## src/rtl/ihc_mailbox_apb.sv

```systemverilog
// ihc_mailbox_apb: APB3 completer holding one inter-hart message FIFO.
// The sending hart pushes through TXDATA and the receiving hart pops through
// RXDATA. MSG_IRQ tells the receiver that a message is pending.
module ihc_mailbox_apb #(
  parameter int unsigned DEPTH  = 16,
  parameter int unsigned ADDR_W = 8
) (
  input  logic              PCLK,
  input  logic              PRESETN,
  input  logic              PSEL,
  input  logic              PENABLE,
  input  logic              PWRITE,
  input  logic [ADDR_W-1:0] PADDR,
  input  logic [31:0]       PWDATA,
  output logic [31:0]       PRDATA,
  output logic              PREADY,
  output logic              PSLVERR,
  output logic              MSG_IRQ
);

  localparam int unsigned AW = $clog2(DEPTH);
  localparam int unsigned CW = AW + 1;
  localparam logic [CW-1:0] FULL_CNT = CW'(DEPTH);

  typedef enum logic [1:0] {
    ST_IDLE,
    ST_RD_WAIT,
    ST_RD_DONE
  } rd_state_e;

  rd_state_e         state_q, state_d;

  logic [31:0]       mem_q [DEPTH];
  logic [31:0]       rdata_q;
  logic [AW-1:0]     wr_ptr_q, wr_ptr_d;
  logic [AW-1:0]     rd_ptr_q, rd_ptr_d;
  logic [CW-1:0]     count_q, count_d;
  logic              irq_en_q, irq_en_d;
  logic              pend_q, pend_d;
  logic              ovf_q, ovf_d;
  logic              irq_q;
  logic [31:0]       prdata_q, prdata_d;
  logic              pslverr_q, pslverr_d;

  logic [ADDR_W-3:0] word_addr;
  logic              sel_ctrl, sel_status, sel_tx, sel_rx, sel_clr;
  logic              setup, complete;
  logic              empty, full;
  logic              ram_rd_en, push, pop;
  logic [31:0]       status;
  logic              unused_addr_lsbs;

  assign unused_addr_lsbs = ^PADDR[1:0];

  assign word_addr  = PADDR[ADDR_W-1:2];
  assign sel_ctrl   = (word_addr == (ADDR_W-2)'(0));
  assign sel_status = (word_addr == (ADDR_W-2)'(1));
  assign sel_tx     = (word_addr == (ADDR_W-2)'(2));
  assign sel_rx     = (word_addr == (ADDR_W-2)'(3));
  assign sel_clr    = (word_addr == (ADDR_W-2)'(4));

  assign setup    = PSEL & ~PENABLE;
  assign complete = PSEL & PENABLE & PREADY;

  assign empty  = (count_q == '0);
  assign full   = (count_q == FULL_CNT);
  assign status = {16'h0000, 8'(count_q), 4'h0, ovf_q, pend_q, full, empty};

  // RXDATA read sequencer: state register
  always_ff @(posedge PCLK or negedge PRESETN) begin
    if (!PRESETN) begin
      state_q <= ST_IDLE;
    end else begin
      state_q <= state_d;
    end
  end

  // RXDATA read sequencer: next state, PREADY, RAM read strobe and pop
  always_comb begin
    state_d   = state_q;
    PREADY    = 1'b1;
    ram_rd_en = 1'b0;
    pop       = 1'b0;
    unique case (state_q)
      ST_IDLE: begin
        if (setup && !PWRITE && sel_rx && !empty) begin
          state_d   = ST_RD_WAIT;
          ram_rd_en = 1'b1;
        end
      end
      ST_RD_WAIT: begin
        PREADY  = 1'b0;
        state_d = PSEL ? ST_RD_DONE : ST_IDLE;
      end
      ST_RD_DONE: begin
        state_d = ST_IDLE;
        pop     = PSEL & PENABLE;
      end
      default: state_d = ST_IDLE;
    endcase
  end

  // Read data and error response, captured one cycle ahead so the outputs
  // come straight from flops and drop to their idle values on reset.
  always_comb begin
    prdata_d  = '0;
    pslverr_d = 1'b0;
    if (state_q == ST_RD_WAIT) begin
      if (PSEL) begin
        prdata_d = rdata_q;
      end
    end else if (setup) begin
      if (!PWRITE) begin
        if (sel_ctrl) begin
          prdata_d = {31'h0, irq_en_q};
        end else if (sel_status) begin
          prdata_d = status;
        end
        pslverr_d = sel_rx & empty;
      end else begin
        pslverr_d = sel_tx & full;
      end
    end
  end

  // Control/status/FIFO bookkeeping; side effects only on the completing edge
  always_comb begin
    irq_en_d = irq_en_q;
    pend_d   = pend_q;
    ovf_d    = ovf_q;
    wr_ptr_d = wr_ptr_q;
    rd_ptr_d = rd_ptr_q;
    count_d  = count_q;
    push     = 1'b0;
    if (complete && PWRITE) begin
      if (sel_ctrl) begin
        irq_en_d = PWDATA[0];
        if (PWDATA[1]) begin
          wr_ptr_d = '0;
          rd_ptr_d = '0;
          count_d  = '0;
          pend_d   = 1'b0;
        end
      end
      if (sel_clr) begin
        if (PWDATA[0]) pend_d = 1'b0;
        if (PWDATA[1]) ovf_d  = 1'b0;
      end
      // Set terms come after the clears so a same-edge set wins.
      if (sel_tx) begin
        if (full) begin
          ovf_d = 1'b1;
        end else begin
          push     = 1'b1;
          wr_ptr_d = wr_ptr_q + AW'(1);
          count_d  = count_q + CW'(1);
          pend_d   = 1'b1;
        end
      end
    end
    if (pop) begin
      rd_ptr_d = rd_ptr_q + AW'(1);
      count_d  = count_q - CW'(1);
    end
  end

  // Architectural registers and bus outputs
  always_ff @(posedge PCLK or negedge PRESETN) begin
    if (!PRESETN) begin
      wr_ptr_q  <= '0;
      rd_ptr_q  <= '0;
      count_q   <= '0;
      irq_en_q  <= 1'b0;
      pend_q    <= 1'b0;
      ovf_q     <= 1'b0;
      irq_q     <= 1'b0;
      prdata_q  <= '0;
      pslverr_q <= 1'b0;
    end else begin
      wr_ptr_q  <= wr_ptr_d;
      rd_ptr_q  <= rd_ptr_d;
      count_q   <= count_d;
      irq_en_q  <= irq_en_d;
      pend_q    <= pend_d;
      ovf_q     <= ovf_d;
      irq_q     <= pend_q & irq_en_q;
      prdata_q  <= prdata_d;
      pslverr_q <= pslverr_d;
    end
  end

  // FIFO storage: synchronous-read RAM, contents not reset
  always_ff @(posedge PCLK) begin
    if (push) begin
      mem_q[wr_ptr_q] <= PWDATA;
    end
    if (ram_rd_en) begin
      rdata_q <= mem_q[rd_ptr_q];
    end
  end

  assign PRDATA  = prdata_q;
  assign PSLVERR = pslverr_q;
  assign MSG_IRQ = irq_q;

endmodule

```

## config.mk

```make
export PLATFORM = sky130hd
export DESIGN_NAME = ihc_mailbox_apb
export DESIGN_NICKNAME = d
export VERILOG_FILES = /design/src/rtl/ihc_mailbox_apb.sv
export SDC_FILE = /design/constraint.sdc
export NUM_CORES = 1
export LEC_CHECK = 0
export ABC_AREA = 1
export ABC_CLOCK_PERIOD_IN_PS = 3000
export CAP_MARGIN = 0
export CORE_AREA = 10 10 217 373
export CTS_CLUSTER_DIAMETER = 60
export CTS_CLUSTER_SIZE = 12
export DETAILED_ROUTE_END_ITERATION = 16
export DIE_AREA = 0 0 227 383
export DONT_BUFFER_PORTS = 1
export GPL_TIMING_DRIVEN = 0
export PLACE_DENSITY_LB_ADDON = 0.3
export SETUP_SLACK_MARGIN = 0.3
export SYNTH_ARGS = -nofsm -noshare
export SYNTH_HDL_FRONTEND = slang
export SYNTH_SLANG_ARGS = --single-unit
```

## constraint.sdc

```tcl
create_clock -name PCLK -period 3 [get_ports PCLK]
set_input_delay 0.45 -clock PCLK [delete_from_list [all_inputs] [get_ports PCLK]]
set_output_delay 0.45 -clock PCLK [all_outputs]
set_load 0.03 [all_outputs]
```

; After elaboration in Yosys (flattened, before gate mapping)
; Memories as Yosys holds them, arrays and structs flattened. A register that Yosys moved wholly into a read port is not among the register bits.
; Cells that the tools add are included.
[word_totals]
ff_bits = 52
mem_bits_rw = 512
input_bits = 45
output_inout_bits = 35
wordCells = 89
n_memories = 1
[op_classes]
n_addsub = 4
n_eq_ne = 8
mux = 45
bitwise = 7
reduce_logical = 14
[memory_table]
columns = memory, depth, width, read_ports, rd_ports_with_merged_regs, wr, line
row1 = mem_q, 16, 32, 1, 1, 1, 33  ; logic [31:0] mem_q [DEPTH];
[ops]
columns = cell, n
row1 = $mux 32, 2
row2 = $mux 13, 4
row3 = $mux 4, 8
row4 = $mux 5, 6
row5 = $mux 1, 22
row6 = $eq 6x2->1 const B, 2
row7 = $add 4x1->4 const B, 2
row8 = $and 1x1->1, 6
row9 = $eq 6x1->1 const B, 1
row10 = $eq 6x3->1 const B, 1
row11 = $logic_not 6->1, 1
row12 = $reduce_bool 2->1, 3
row13 = $add 5x1->5 const B, 1
row14 = $eq 5x5->1 const B, 1
row15 = $logic_not 5->1, 1
row16 = $sub 5x1->5 const B, 1
row17 = $logic_and 1x1->1, 4
row18 = $mux 2, 2
row19 = $pmux 2 s2, 1
row20 = $reduce_and 3->1, 1
row21 = $eq 2x1->1 const B, 1
row22 = $eq 2x2->1 const B, 1
row23 = $logic_not 1->1, 2
row24 = $logic_not 2->1, 1
row25 = other kinds (3), 3

; Logic depth before layout (Yosys ltp)
; Gate-level depths: netlist of run 1.
[logic_depth]
depth_word = 7
mapped_depth = 10
depth_no_buf = 10

; Worst setup path after synthesis of run 1
; Ideal clock, no wire load.
[synth_timing]
path_type = in2reg
from = input port PSEL
to = memory mem_q[0][0], enable pin
setup_ns = 0.421
arrival_time_ns = 2.571
required_time_ns = 2.579
slack_ns = 0.008
path_stages = 7
n_path_buf = 1
path_cell_list = buf_2 -> nand3_2 -> nor2_8 -> nand3_4 -> clkinv_2 -> nand2_2 -> nor2_1
[synth_via]
elab_chain_cells = 6
[synth_lines]
columns = element, line
row1 = start: declaration, 10  ; input logic PSEL,
row2 = $and 1x1->1 (2 in a row), 63  ; assign complete = PSEL & PENABLE & PREADY;
row3 = $logic_and 1x1->1, 135  ; if (complete && PWRITE) begin
row4 = $mux 1, 135
row5 = $mux 1, 194  ; if (push) begin
row6 = $mux 1 (not written as such), 195  ; mem_q[wr_ptr_q] <= PWDATA;
row7 = end: declaration, 33
; No other way between the ends.

; Worst setup path in the final report of run 1
[layout_timing]
from = register count_q[0]
to = memory mem_q[14][10], enable pin
[layout_via]
elab_chain_cells = 6
[layout_lines]
columns = element, line
row1 = start: declaration, 37  ; logic [CW-1:0] count_q, count_d;
row2 = start signal: assignment, 182  ; count_q <= count_d;
row3 = $eq 5x5->1, 66  ; assign full = (count_q == FULL_CNT);
row4 = $mux 1, 151  ; if (full) begin
row5 = $mux 1, 150  ; if (sel_tx) begin
row6 = $mux 1, 135
row7 = $mux 1, 194
row8 = $mux 1 (not written as such), 195
; No other way between the ends.

==> metrics, run 1 <==
outcome=completed; post-synthesis instance area=23700 µm²; number of buffers inserted during clock tree synthesis=55; leading area contributor after synthesis=sky130_fd_sc_hd__edfxtp_1; number of global-route vias before repair=15500; share of cells above drive strength 1=9.77%; Starting DRT DRC Count=1388; number of flops mapped to enable cells by yosys=544; worst setup skew after layout=23.6 ps; total track usage=17.3%; Routed Wire Length=76600 µm; total global routing overflow=0; global-route wire length before repair=108000 µm; largest cells by area after synthesis=sky130_fd_sc_hd__edfxtp_1 69%, sky130_fd_sc_hd__nand2_1 7.2%, sky130_fd_sc_hd__dfrtp_1 5.5%; largest net degree at the start of global routing=53; IO buf count=0; critical path type=reg2reg; top cell types by occurrence after synthesis=544 x sky130_fd_sc_hd__edfxtp_1, 454 x sky130_fd_sc_hd__nand2_1, 257 x sky130_fd_sc_hd__nor2_1, 116 x sky130_fd_sc_hd__a21oi_1, 114 x sky130_fd_sc_hd__o21ai_0; area growth from synthesis to final layout=15.6%; CORE AREA=74700 µm²; number of vias after detailed routing=15500; Simple-Gate Fraction of Synth Area=14.2%; Synth top area share=69.0%; HPWL Detailed=50200 µm; post-synthesis net count=1959; static leakage power=9.34 nW; post-route DRC violation count=0; xor/xnor cell area share of the yosys netlist=0.0370%; CTS tree=yes; Clock H-tree levels=2; Final setup violation count=0; most used flip-flop cell after synthesis=sky130_fd_sc_hd__edfxtp_1; routed wirelength normalized by instance count=25.4 µm; Final Hold Viols=0; post-synthesis share of cell area spent on full adders, half adders and majority gates=0.370%; clock transition at the register clock pins on the worst setup and hold paths after CTS=70 ps; Die Footprint=86900 µm²; compound-cell area share of the yosys netlist=7.68%; data required time at the worst endpoint=3300 ps; number of clock sinks=596; total of warnings raised by yosys=0; initial standard-cell utilization of the core=31.7%; Arr. time, crit path=2900 ps; Tightest Pin Transition=1000 ps; count of cell types in the netlist=37; kind of start point of the critical path=register; synthesized area divided by synthesized cell count=12.4 µm²; number of nets in the layout=2074; fillers=7008; multiplexer fraction of the synthesized cell area=0.0422%; fin. max-slew vios=0; number of instances in the synthesized netlist=1907; final weighted congestion of routability-driven global placement=0.851; Tcrit/Tclk final=86.8%; unrepaired setup endpoints after global routing=true; class of the worst hold path=in2reg; antenna violations before repair=9; Max Freq=384 MHz; Max FO, Critical Path=22; R2R setup slack=400 ps; length of the first detailed-routing pass in iterations=6; die boundary height=383 µm; relative slew slack=33.3%; core utilization of the finished layout=36.7%; main combinational cell family by area after synthesis=simple AND/OR/NAND/NOR gates; peak supply drop=0.546 mV; clock latency reported for the late side of the worst-skew pair=620 ps; areal power density over the cells=635 nW/µm²; Final ANT Viol Nets=0; async set-reset flop share out of synthesis=8.72%; Crit. End Element=register; x dimension of the die=227 µm; final cell count without fillers=3015; Inst Count DP=2869; I/O pin total=80; Std-Cell Rows=133; cell chosen for the clock root=sky130_fd_sc_hd__clkbuf_16; Final min period=2600 ps; maximum clock path buffer count=3; most frequent cell after synthesis=sky130_fd_sc_hd__edfxtp_1; number of maximum-capacitance violations=0; flop and latch count out of synthesis=596; portion of the post-synthesis area used by sequential elements=74.4%; post-DR vias/cell=5.15
-- cells by family after synthesis --
kind of cell	Yosys count
AND/OR/NAND/NOR	829
XOR/XNOR	1
flip-flops	596
AO/OA/AOI/OAI	331
multiplexers	1
buffers and inverters	142
adder cells (fa/ha/maj)	7
-- layout make-up --
type                    count  area (µm²)  area share (%)
clock inverters             2        25.0          0.0913
well taps                 945        1180            4.32
inverters                  39         150           0.548
diodes                      2        5.00          0.0183
plain buffers             103         621            2.27
repair buffers             57         766            2.80
multi-input cells        1170        5430            19.8
flip-flops and latches    596       17600            64.4
clock buffers             101        1580            5.77
-- worst paths after layout --
path,startpoint,end,cells past startpoint
min in group asynchronous,PRESETN,PRDATA[30]$_DFF_PN0_,2
min reg2reg,rdata_q[8]$_DFFE_PP_,PRDATA[8]$_DFF_PN0_,2
max in group asynchronous,PRESETN,PRDATA[21]$_DFF_PN0_,2
min,PWRITE,PRDATA[3]$_DFF_PN0_,3
max reg2reg,count_q[0]$_DFFE_PN0P_,mem_q[14][10]$_DFFE_PP_,8
max,count_q[0]$_DFFE_PN0P_,mem_q[14][10]$_DFFE_PP_,8
-- per-layer routing --
| layer | share of wire [%] | up-vias | track usage, % | wire length, µm |
|---|---|---|---|---|
| met1 | 35 | 7686 | 18.6 | 27100 |
| met5 | 0.067 | - | 0 | 51 |
| met4 | 6.0 | 8 | 10.2 | 4620 |
| met3 | 6.3 | 224 | 2.58 | 4860 |
| li1 | - | 6945 | - | - |
| met2 | 52 | 666 | 31.5 | 40000 |
-- critical path, stage by stage, from the launching register on --
cell                       delay (ps)
sky130_fd_sc_hd__dfrtp_1          410
sky130_fd_sc_hd__inv_1            140
sky130_fd_sc_hd__ha_1             300
sky130_fd_sc_hd__nand3_2          160
sky130_fd_sc_hd__nand3_4          130
sky130_fd_sc_hd__clkinv_2         150
sky130_fd_sc_hd__nand2_2          200
sky130_fd_sc_hd__nor2_4           470
sky130_fd_sc_hd__buf_12           290
-- sequential cells by signal (all words and copies together) (netlist names) --
register / flops
mem_q: 512
PRDATA: 32
rdata_q: 32
count_q: 5
rd_ptr_q: 4
wr_ptr_q: 4
state_q: 2
MSG_IRQ: 1
PSLVERR: 1
irq_en_q: 1
ovf_q: 1
pend_q: 1
-- where the power goes --
group	internal [W]	switching, W	total [W]
sequential	0.00910	0.0000212	0.00912
clock	0.00353	0.00305	0.00658
combinational	0.000436	0.00125	0.00169
total	0.0131	0.00432	0.0174
-- what timing repair did --
| item | in CTS | in global routing |
|---|---|---|
| resized for setup | 2 | 1 |
| gates cloned | 1 | 0 |
| hold buffers | 35 | 0 |
| buffers inserted | 0 | 5 |
| endpoints found under the hold margin | 566 | 0 |
| pin swaps | 1 | 4 |
| endpoints found under the setup margin | 13 | 64 |
-- cells in the final DEF, fill, tap and decap left out, types with 7 or more instances in the layout --
| cell | netlist | layout |
|---|---|---|
| sky130_fd_sc_hd__edfxtp_1 | 544 | 544 |
| sky130_fd_sc_hd__nand2_1 | 454 | 454 |
| sky130_fd_sc_hd__nor2_1 | 257 | 240 |
| sky130_fd_sc_hd__a21oi_1 | 116 | 116 |
| sky130_fd_sc_hd__o21ai_0 | 114 | 114 |
| sky130_fd_sc_hd__nand3_1 | 84 | 84 |
| sky130_fd_sc_hd__clkbuf_1 | 25 | 69 |
| sky130_fd_sc_hd__o211ai_1 | 64 | 64 |
| sky130_fd_sc_hd__clkbuf_16 | 0 | 56 |
| sky130_fd_sc_hd__dfrtp_1 | 52 | 52 |
| sky130_fd_sc_hd__buf_2 | 39 | 39 |
| sky130_fd_sc_hd__o21ai_1 | 35 | 35 |
| sky130_fd_sc_hd__dlygate4sd3_1 | 0 | 34 |
| sky130_fd_sc_hd__inv_1 | 32 | 32 |
| sky130_fd_sc_hd__nor2_4 | 4 | 22 |
| sky130_fd_sc_hd__buf_4 | 18 | 22 |
| sky130_fd_sc_hd__buf_12 | 0 | 17 |
| sky130_fd_sc_hd__buf_6 | 13 | 13 |
| sky130_fd_sc_hd__nand4_1 | 9 | 9 |
| sky130_fd_sc_hd__nand2_2 | 7 | 7 |
| sky130_fd_sc_hd__ha_1 | 7 | 7 |
-- stage by stage --
stage | setup TNS [ps] | total power, W | worst slack (ps) | hold slack (ps) | cell area (µm²)
floorplan | 0 | 0.0102 | 7.82 | 154 | 23700
global placement | -1076530 | 0.0108 | -2170 | 158 | 24900
CTS | 0 | 0.0175 | 342 | 0.269 | 27300
finish | 0 | 0.0174 | 397 | 21.7 | 27400
detailed placement | -155 | 0.0108 | -14.4 | 158 | 25300
global route | 0 | 0.0179 | 287 | 30.9 | 27400
(Power assumes the default switching activity.)
==> run 2, diff against run 1 <==
Settings changed: CORE_AREA 10 10 217 373 to 2 2 209 365, DIE_AREA 0 0 227 383 to 0 0 211 367.
==> run 2 against run 1 <==
  * Die area is 11% lower
  * Via count up 1.1%
  * Clock-buffer cell count stayed put
  * Sequential share of layout area fell by 0.63 points
  * Critical endpoint is now rdata_q[12]$_DFFE_PP_
  * Highest routed layer unchanged
==> metrics, run 2 (synthesis results as in run 1) <==
Clock H-tree levels=2 (unchanged); Final ANT Viol Nets=0 (unchanged); Max Freq=405 MHz (+5.3%); total global routing overflow=0 (unchanged); number of cells on the worst hold path=3 (unchanged); number of nets in the layout=2090 (+0.77%); post-route DRC violation count=0 (unchanged); R2R setup slack=530 ps (+130 ps); fin. max-slew vios=0 (unchanged); post-DR vias/cell=5.18 (+0.57%); Die Footprint=77400 µm² (-11%); area of combinational cells with multiple inputs=5420 µm² (-0.21%); FF/Latch Area=17600 µm² (unchanged); total internal power=0.0131 W (about the same); outcome=completed; switching part of the total power=25.0% (+0.096 points); total net switching power=0.00435 W (+0.54%); Crit. End Element=register; Std-Cell Rows=133 (unchanged); critical path type=reg2reg; share of cells above drive strength 1=10.5% (+0.74 points); Final min period=2470 ps (-131 ps); die boundary height=367 µm (-4.2%); total power=0.0174 W (+0.16%); data required time at the worst endpoint=3460 ps (+160 ps); Max FO, Critical Path=10 (-55%); tightest hold margin=20.0 ps (-1.65 ps); Tcrit/Tclk final=82.4% (-4.4 points); sequential fraction of design power=52.4% (about the same); unrepaired setup endpoints after global routing=false; stage delay of the slowest cell on the critical path=840 ps (+370 ps); Register-to-Register Path Depth=7 (-1); number of stages on the worst setup path=7 (-1); class of the worst hold path=in2reg; fillers=7040 (+0.46%); Final Hold Viols=0 (unchanged); relative slew slack=28.1% (-5.2 points); CORE AREA=74700 µm² (unchanged); most frequent standard cell in the layout excluding fill and tap cells=sky130_fd_sc_hd__edfxtp_1; final weighted congestion of routability-driven global placement=0.842 (-1.1%); number of vias after detailed routing=15700 (+1.1%); cell seen most often among critical-path stages=sky130_fd_sc_hd__nand2_1; number of buffers inserted during clock tree synthesis=55 (unchanged); Inst Count DP=2870 (+0.035%); global-route wire length before repair=108000 µm (+0.69%); number of clock sinks=596 (unchanged); Top reg by flops=mem_q; routed wirelength normalized by instance count=25.1 µm (-1.3%); most frequent cells in the layout=544 x sky130_fd_sc_hd__edfxtp_1, 454 x sky130_fd_sc_hd__nand2_1, 240 x sky130_fd_sc_hd__nor2_1; area growth from synthesis to final layout=16.8%; CTS tree=yes; static leakage power=9.48 nW (+1.4%); cells along the critical path=buf_2 > clkinv_1 > clkbuf_1 > nand2_1 > a21oi_1 > nand2_1 > nand2_1; antenna violations before repair=5 (-4); Routed Wire Length=76000 µm (-0.78%); initial standard-cell utilization of the core=31.7% (unchanged); HPWL Detailed=50500 µm (+0.53%); I/O pin total=80 (unchanged); part of the power in the clock network=37.9% (about the same); combinational group share of total power=9.7% (about the same); Final setup violation count=0 (unchanged); areal power density over the cells=630 nW/µm² (-0.82%); IO buf count=0 (unchanged); number of global-route vias before repair=15700 (+0.79%); peak supply drop=0.426 mV (-22%); Tightest Pin Transition=1080 ps (+78.3 ps); total buffers and inverters traversed by the critical path=3 (unchanged); kind of start point of the critical path=register; total track usage=19.6% (+2.3 points); worst setup skew after layout=16.9 ps (-6.72 ps); cell chosen for the clock root=sky130_fd_sc_hd__clkbuf_16; number of maximum-capacitance violations=0 (unchanged); clock transition at the register clock pins on the worst setup and hold paths after CTS=70 ps (about the same); Arr. time, crit path=2930 ps (+30 ps); clock latency reported for the late side of the worst-skew pair=620 ps (about the same); delay-heaviest family, CP=buffers and inverters; x dimension of the die=211 µm (-7.0%); length of the first detailed-routing pass in iterations=5 (-1); Starting DRT DRC Count=1671 (+20%); number of flip-flops under the largest register name=512 (unchanged); critical path's slowest cell=sky130_fd_sc_hd__clkbuf_1; final cell count without fillers=3032 (+0.56%); largest net degree at the start of global routing=53 (unchanged); maximum clock path buffer count=3 (unchanged)
-- run 2: cell types whose count changed in the layout (fill, tap and decap cells not counted), moves of 2 or more --
cell	previous run	this run
sky130_fd_sc_hd__buf_4	22	31
sky130_fd_sc_hd__buf_12	17	22
sky130_fd_sc_hd__buf_16	2	6
sky130_fd_sc_hd__inv_16	0	2
-- run 2: final cells by class --
type                       count  share of cell area [%]
sequential                   596                    63.7
timing repair buffer          74                    3.74
clock inverter                 3                   0.176
multi-input combinational   1169                    19.6
tap                          945                    4.27
antenna                        2                  0.0181
clock buffer                 101                    5.68
inverter                      39                   0.543
buffer                       103                    2.24
-- run 2: per-stage QoR --
| stage | instance area (µm²) | worst slack (ps) | TNS [ps] | utilization (%) |
|---|---|---|---|---|
| global route | 27700 | 467 | 0 | 37.0 |
| floorplan | 23700 | 7.82 | 0 | - |
| CTS | 27500 | 341 | 0 | 36.8 |
| global placement | 24900 | -2290 | -1087900 | 33.3 |
| detailed placement | 25400 | -48.5 | -673 | 34.0 |
| finish | 27700 | 528 | 0 | 37.0 |
-- run 2: path summary, 6_finish.rpt --
kind,startpoint,endpoint
max,rd_ptr_q[3]$_DFFE_PN0P_,rdata_q[12]$_DFFE_PP_
min reg2reg,rdata_q[1]$_DFFE_PP_,PRDATA[1]$_DFF_PN0_
min in group asynchronous,PRESETN,PRDATA[28]$_DFF_PN0_
min,PWRITE,PRDATA[2]$_DFF_PN0_
max reg2reg,rd_ptr_q[3]$_DFFE_PN0P_,rdata_q[12]$_DFFE_PP_
max in group asynchronous,PRESETN,PRDATA[15]$_DFF_PN0_
-- run 2: routing by layer --
layer / track usage, % / wire [µm] / vias up
met5: 0 / 26 / -
met4: 11.1 / 4740 / 4
met3: 2.93 / 5140 / 226
met2: 35.9 / 39900 / 741
met1: 21.3 / 26200 / 7743
li1: - / - / 6991
-- run 2: worst min-delay path, cell delays in order --
cell	delay (ps)
sky130_fd_sc_hd__nor2_4	30
sky130_fd_sc_hd__nand3_1	70
sky130_fd_sc_hd__nand2_1	50
-- run 2: what timing repair did --
action / 4_1_cts / 5_1_grt
endpoints found under the setup margin: 56 / 219
setup buffers: 7 / 15
pin swaps: 4 / 12
gates resized for setup: 2 / 0
hold buffers: 34 / 0
endpoints found under the hold margin: 564 / 0
-- run 2: power by group through the flow --
stage / clock (W) / sequential [W] / combinational [W]
2_1_floorplan: 0 / 0.00930 / 0.000889
3_3_place_gp: 0 / 0.00930 / 0.00148
3_5_place_dp: 0 / 0.00930 / 0.00152
4_1_cts: 0.00670 / 0.00912 / 0.00169
5_1_grt: 0.00701 / 0.00912 / 0.00182
6_report: 0.00660 / 0.00913 / 0.00169
